`config.mk`:
```
export PLATFORM = sky130hd
export DESIGN_NAME = sn_stream_decoder
export DESIGN_NICKNAME = d
export VERILOG_FILES = /design/src/rtl/sn_stream_decoder.sv
export SDC_FILE = /design/constraint.sdc
export NUM_CORES = 1
export LEC_CHECK = 0
export ABC_AREA = 0
export CAP_MARGIN = 20
export CORE_MARGIN = 2
export CORE_UTILIZATION = 56
export DETAILED_ROUTE_END_ITERATION = 10
export DONT_BUFFER_PORTS = 1
export GPL_TIMING_DRIVEN = 0
export MAX_ROUTING_LAYER = met4
export PLACE_DENSITY = 0.77
export SETUP_SLACK_MARGIN = 0.4
export SLEW_MARGIN = 20
export SYNTH_ARGS = -nofsm -noshare
export SYNTH_HDL_FRONTEND = slang
export SYNTH_SLANG_ARGS = --single-unit
```
`constraint.sdc`:
```
create_clock -name clk -period 9 [get_ports clk]
set_input_delay 1.8 -clock clk [delete_from_list [all_inputs] [get_ports clk]]
set_output_delay 1.8 -clock clk [all_outputs]
set_load 0.02 [all_outputs]
```
`src/rtl/sn_stream_decoder.sv`:
```
// Stochastic-number stream decoder: counts ones over a selectable window and reports count plus bipolar value.
// Define SN_DECODE_BIPOLAR_EN to build the bipolar (2*ones - window) output; otherwise bipolar_out is tied to 0.
module sn_stream_decoder #(
  parameter int MAX_LOG2 = 6
) (
  input  logic                clk,
  input  logic                rst_n,
  input  logic                sn_bit,
  input  logic                sn_valid,
  input  logic [1:0]          win_sel,
  input  logic                clear,
  output logic [MAX_LOG2:0]   count_out,
  output logic [MAX_LOG2+1:0] bipolar_out,
  output logic                out_valid,
  output logic                busy
);

  localparam int CW = MAX_LOG2 + 1;

  typedef enum logic {IDLE, ACCUM} state_t;

  state_t          state_q, state_d;
  logic [1:0]      win_q, win_d;
  logic [CW-1:0]   ones_q, ones_d;
  logic [CW-1:0]   samp_q, samp_d;
  logic [CW-1:0]   count_q, count_d;
  logic            valid_q, valid_d;

  logic            firstSample;
  logic [1:0]      winEff;
  logic [CW-1:0]   winLen;
  logic [CW-1:0]   onesNext;
  logic [CW-1:0]   sampNext;
  logic            winDone;

  // A fresh window (from IDLE or right after a completion) takes win_sel live; otherwise the latched value.
  always_comb begin
    firstSample = (state_q == IDLE) || (samp_q == '0);
    winEff      = firstSample ? win_sel : win_q;
    winLen      = CW'(8) << winEff;
    onesNext    = (firstSample ? '0 : ones_q) + CW'(sn_bit);
    sampNext    = (firstSample ? '0 : samp_q) + CW'(1);
    winDone     = !clear && sn_valid && (sampNext == winLen);
  end

  always_comb begin
    state_d = state_q;
    win_d   = win_q;
    ones_d  = ones_q;
    samp_d  = samp_q;
    count_d = count_q;
    valid_d = 1'b0;
    if (clear) begin
      state_d = IDLE;
      ones_d  = '0;
      samp_d  = '0;
    end else if (sn_valid) begin
      state_d = ACCUM;
      win_d   = winEff;
      if (winDone) begin
        count_d = onesNext;
        valid_d = 1'b1;
        ones_d  = '0;
        samp_d  = '0;
      end else begin
        ones_d  = onesNext;
        samp_d  = sampNext;
      end
    end
  end

  always_ff @(posedge clk or posedge rst_n) begin
    if (rst_n) begin
      state_q <= IDLE;
      win_q   <= '0;
      ones_q  <= '0;
      samp_q  <= '0;
      count_q <= '0;
      valid_q <= 1'b0;
    end else begin
      state_q <= state_d;
      win_q   <= win_d;
      ones_q  <= ones_d;
      samp_q  <= samp_d;
      count_q <= count_d;
      valid_q <= valid_d;
    end
  end

`ifdef SN_DECODE_BIPOLAR_EN
  logic [CW:0]   bip_q, bip_d;
  logic [CW+1:0] bipDiff;

  // One extra bit of headroom so 2*ones (up to 128) cannot overflow before the subtraction.
  always_comb begin
    bipDiff = {1'b0, onesNext, 1'b0} - {2'b00, winLen};
    bip_d   = bip_q;
    if (winDone) begin
      bip_d = bipDiff[CW:0];
    end
  end

  always_ff @(posedge clk or posedge rst_n) begin
    if (rst_n) begin
      bip_q <= '0;
    end else begin
      bip_q <= bip_d;
    end
  end

  assign bipolar_out = bip_q;
`else
  assign bipolar_out = '0;
`endif

  assign count_out = count_q;
  assign out_valid = valid_q;
  assign busy      = (state_q == ACCUM);

endmodule

```
; After elaboration in Yosys (flattened, before gate mapping)
; Cells that the tools add are included.
[classes]
reduce_logical = 8
n_addsub = 2
div_mod_pow = 0
mul = 0
muxes = 14
order_cmp = 0
shift = 1
eq_ne = 1
n_bitwise = 2
[ops]
columns = operator, n
row1 = $mux W7, 8
row2 = $add A7 B1 Y7, 1
row3 = $add A7 B1 Y7 const B, 1
row4 = $eq A7 B7 Y1, 1
row5 = $logic_not A7 Y1, 1
row6 = $shl A4 B2 Y7 const A, 1
row7 = $mux W1, 5
row8 = $reduce_and A3 Y1, 1
row9 = $logic_and A1 B1 Y1, 2
row10 = $mux W2, 1
row11 = $not A1 Y1, 2
row12 = $reduce_and A2 Y1, 1
row13 = $reduce_bool A2 Y1, 1
row14 = $logic_not A1 Y1, 1
row15 = $logic_or A1 B1 Y1, 1
[word_totals]
n_memories = 0
mem_bits_ro = 0
regBits = 25
wordCells = 34
ramBits = 0
out_inout_bits = 17
in_bits = 7
latch_bits = 0

; Longest topological paths before layout
[depth]
word_depth = 9
mapped_depth = 11
depth_no_buf = 10

; Worst setup path after synthesis
; OpenSTA, ideal clock, no wires.
[synth_path]
path_type = input -> register
startpoint = in win_sel[1]
endpoint = reg count_q[0], in the netlist count_out[0]
n_path_buf = 1
required_ns = 8.875
path_slack_ns = 5.687
t_arrival_ns = 3.188
setup_time_ns = 0.125
cell_stages = 6
path_cell_list = a21oi_1 -> or4_1 -> a31oi_4 -> nand2b_1 -> buf_6 -> mux2_4
[synth_via]
elab_chain_cells = 5
[synth_lines]
columns = element, line
row1 = "start, declared", 10  ; input logic [1:0] win_sel,
row2 = $mux W2, 39  ; winEff = firstSample ? win_sel : win_q;
row3 = $shl A4 B2 Y7, 40  ; winLen = CW'(8) << winEff;
row4 = $eq A7 B7 Y1, 43  ; winDone = !clear && sn_valid && (sampNext == winLen);
row5 = $logic_and A1 B1 Y1, 43
row6 = $reduce_and A3 Y1 (no source line), -
row7 = "end signal, assigned", 85  ; count_q <= count_d;
row8 = "end, declared", 26  ; logic [CW-1:0] count_q, count_d;
; Every way passes these cells.
; A chain may end at the register's enable or synchronous reset.

; Final worst setup path
[layout_path]
startpoint = reg state_q, in the netlist busy
endpoint = reg count_q[3], in the netlist count_out[3]
[layout_via]
elab_chain_cells = 7
elab_cells_between_ends = 11
classes_between = add/sub (2) / eq/ne (1) / shift (1) / mux (3) / bitwise (1) / reduce/logical (3)
[layout_lines]
columns = element, line
row1 = "start, declared", 22  ; state_t state_q, state_d;
row2 = "start signal, assigned", 81  ; state_q <= state_d;
row3 = $not A1 Y1 (*), 38  ; firstSample = (state_q == IDLE) || (samp_q == '0);
row4 = $logic_or A1 B1 Y1 (*), 38
row5 = $mux W7 or $mux W2 (tied branches), "42, 39"
row6 = $add A7 B1 Y7 or $shl A4 B2 Y7 (tied branches), "42, 40"
row7 = $eq A7 B7 Y1, 43
row8 = $logic_and A1 B1 Y1, 43
row9 = $reduce_and A3 Y1 (no source line), -
; Every way passes the cells marked *; elsewhere a longest branch is shown, timed or not.

==> summary.txt <==
Routing
  • DRC errors left: 0
  • Routed wire length: 3060 um
  • Routed vias/inst: 6.07
  • Vias: about 1,200
  • Initial DRC count: 38
  • Number of routed nets with antenna violations: 0
  • First-pass DRT Iterations: 5
  • Wire per inst: between 15 and 20 um

Yosys
  • Synth Register Bits: 25
  • Post-synthesis sequential area ratio: about two fifths
  • Count of unique library cells instantiated by Yosys: 38
  • Cells after Synth: 149
  • Mapped Area: 0.00154 mm2
  • Avg Cell Area, Syn: 10.3 um2
  • Synth top area share: between 40% and 50%
  • Synth area leaders: dfrtp_1 (41%), mux2_4 (6.8%), a22o_1 (5.7%), buf_4 (3.9%), ha_1 (3.3%)
  • Ys Warns: 0
  • Synth area leader: dfrtp_1

Placement
  • PortBufs: 0
  • DP Wirelength: between 2000 and 2500 um
  • Final GP Congestion: ~0.85

Clock network
  • Longest Clk Path Bufs: 2
  • Htree depth: 1
  • Clk Latency, worst-skew pair: around 340 ps
  • Post-cts gate resize count: 0
  • Setup Fix Bufs, Post-CTS: 0
  • CTS buffer count: 3
  • # clock sinks: 25
  • Worst-path clk slew: about 150 ps
  • Root buf cell: clkbuf_4
  • CTS tree: yes
  • Hold Buf Count CTS: 0

Critical path
  • Critical Path End Type: register
  • R2R cell count: 11
  • Max incr delay on CP: around 630 ps
  • Req. time, crit path: just over 9000 ps
  • Crit path kind: register to register
  • CP max FO: 10
  • Critical Path AT: between 3000 and 4000 ps
  • Cell Chain, Critical Path: clkbuf_1, and2_1, ha_1, nand2_1, nor2_1, mux2_2, or4_1, a31oi_4, nand2b_1, buf_6, mux2_4
  • Slowest CP cell: dfrtp_1
  • Crit path launch type: register

Floorplanning
  • Row count: 18
  • Core ar.: 0.00254 mm2
  • Boundary Pins: 24
  • Die footprint: 0.00318 mm2
  • Die width: 56.4 um
  • Starting Density: between 60% and 70%
  • Die height: ~56 um

Timing
  • Relative slew slack: around two fifths
  • Clock Skews: ~5.7 ps
  • Fmax: between 200 and 300 MHz
  • Final Hold Fails: 0
  • Final Setup Violations: 0
  • Final TNS setup: 0 ps
  • Slew Viols, Final: 0
  • RSZ-0062 raised after global routing: no
  • Fin crit period: between 3000 and 4000 ps
  • Least-Margin Pin Slew: 866 ps
  • Period utilization: ~40%

Global route
  • Vias in the first global route: between 1,000 and 1,500
  • Tot GR Track Use: a little over a fifth
  • GR Overflow Total: 0
  • First-pass GRT wire length: ~5300 um
  • Largest net degree at the start of global routing: 26
  • Antenna violations before repair: 0

Cells and area
  • Antenna diodes: 0
  • P&R area growth vs syn: 6.11%
  • Share of cells above drive strength 1: 19.4%
  • Final nets: between 150 and 200
  • Layout Utilization: between 60% and 70%
  • Filler cells: about 220

Power and ir drop
  • Psw: between 50 and 60 uW
  • Leakage: just under 0.0008 uW
  • Internal: around 140 uW
  • Peak supply drop: about 91 uV
  • Pwr dens: about 120 mW/mm2
  • Final total power: ~190 uW
  • Sw Share: about 28%
  • Gate power share: between 10% and 20%
  • Share of power burned in registers: around three fifths
  • Clock power frac: between 20% and 30%

Job
  • Max-Cap Viols: 0

Status
  • Outcome: finished clean

Min path
  • Worst hold-check path type: register to register
  • Worst hold stages: 2
[flip-flops by register name, summed over array words and instances, names as in the netlist]
name and cells:
samp_q 7, count_out 7, busy 1, ones_q 7, win_q 2, out_valid 1
[critical path: cells and delay by family, from the launching register on]
family                     cells  cell delay, ps
AOI/OAI and AO/OA              1             270
muxes                          2             680
and+or+nand+nor                5            1140
buffers and inverters          2             490
DFF                            1             630
adders and majority gates      1             260
[layer usage]
metal  wire [um]  share of wire [%]  up-vias  GRT usage (%)
met3         103                3.4        7           3.23
met2        1450                 47       24           33.4
met4          68                2.2        0           9.86
li1            -                  -      548              -
met5           0                  0        -              -
met1        1440                 47      575           28.9
[layout by cell type, fill, tap and decap left out, types with 3 or more instances in the layout]
master      n
dfrtp_1    25
nor2_1     12
nand2_1    12
a22o_1     10
buf_4       8
conb_1      8
and2_1      7
mux2_4      7
a21oi_1     5
nand3_1     5
mux2i_1     5
o21ai_0     5
ha_1        4
clkbuf_1    3
nand2b_1    3
or3_1       3
mux2_2      3
a2111oi_0   3
clkbuf_4    3
[path summary, 6_finish.rpt]
check,start,to,slack (ps)
setup reg to reg,busy,count_out[3],5420
min in group asynchronous,rst_n,count_out[1],1400
setup / recovery,busy,count_out[3],5420
hold reg to reg,win_q[1],win_q[1],520
max in group asynchronous,rst_n,win_q[0],7200
hold / removal,win_q[1],win_q[1],520
[stage by stage]
stage / setup slack (ps) / hold slack [ps] / area, um2 / instances
5_1_grt: 5230 / 552 / 1630 / 190
3_5_place_dp: 5450 / 497 / 1600 / 186
3_3_place_gp: 5510 / 478 / 1600 / 186
2_1_floorplan: 5690 / 450 / 1560 / 156
6_report: 5420 / 515 / 1630 / 190
4_1_cts: 5440 / 529 / 1630 / 190
[synth_stat cells]
library cell	count
nor2b_1	1
or4_1	1
o21ai_0	5
buf_4	8
xnor2_1	1
or2_2	2
a32oi_1	1
mux2_4	7
a22o_1	10
xor2_1	1
dfrtp_1	25
ha_1	4
or3_1	3
and2_1	7
nand2_1	12
mux2i_1	5
a21o_1	2
inv_1	3
or4_4	2
and3_1	2
and2_0	1
a31oi_4	1
nand3_1	5
a221o_1	1
a21oi_2	1
conb_1	1
clkbuf_1	3
nand3b_1	1
a21oi_1	5
o221ai_1	1
o21ai_2	1
nand2b_1	3
buf_6	2
o211a_1	2
o31ai_1	1
a2111oi_0	3
nor2_1	12
mux2_2	3
[cells by family (layout without fill, tap and decap cells)]
logic type	count (synthesis)	after routing	synth area share, %
adders and majority gates	4	4	3.26
and+or+nand+nor	52	52	17.7
DFF	25	25	40.7
xor gates and xnor gates	2	2	1.14
buffers and inverters	16	20	6.85
other	1	8	0.244
AOI/OAI and AO/OA	34	34	17.8
muxes	15	15	12.3
[power groups by stage]
stage	Clock [uW]	Combinational (uW)	Sequential, uW
after floorplan	0	18.2	119
after global placement	0	21.2	120
after detailed placement	0	21.9	120
after CTS	56.4	21.9	118
after global routing	59.8	24.6	118
final	54.3	21.9	118
[layout make-up]
cell class / instances / area [um2] / share of cell area, %
multi-input cells: 115 / 831 / 51.0
well taps: 30 / 37.5 / 2.30
flip-flops and latches: 25 / 626 / 38.4
clock inverters: 1 / 7.51 / 0.461
clock buffers: 3 / 22.5 / 1.38
plain buffers: 13 / 93.8 / 5.76
inverters: 3 / 11.3 / 0.691
Note: power is estimated with default switching activity, not from simulation.
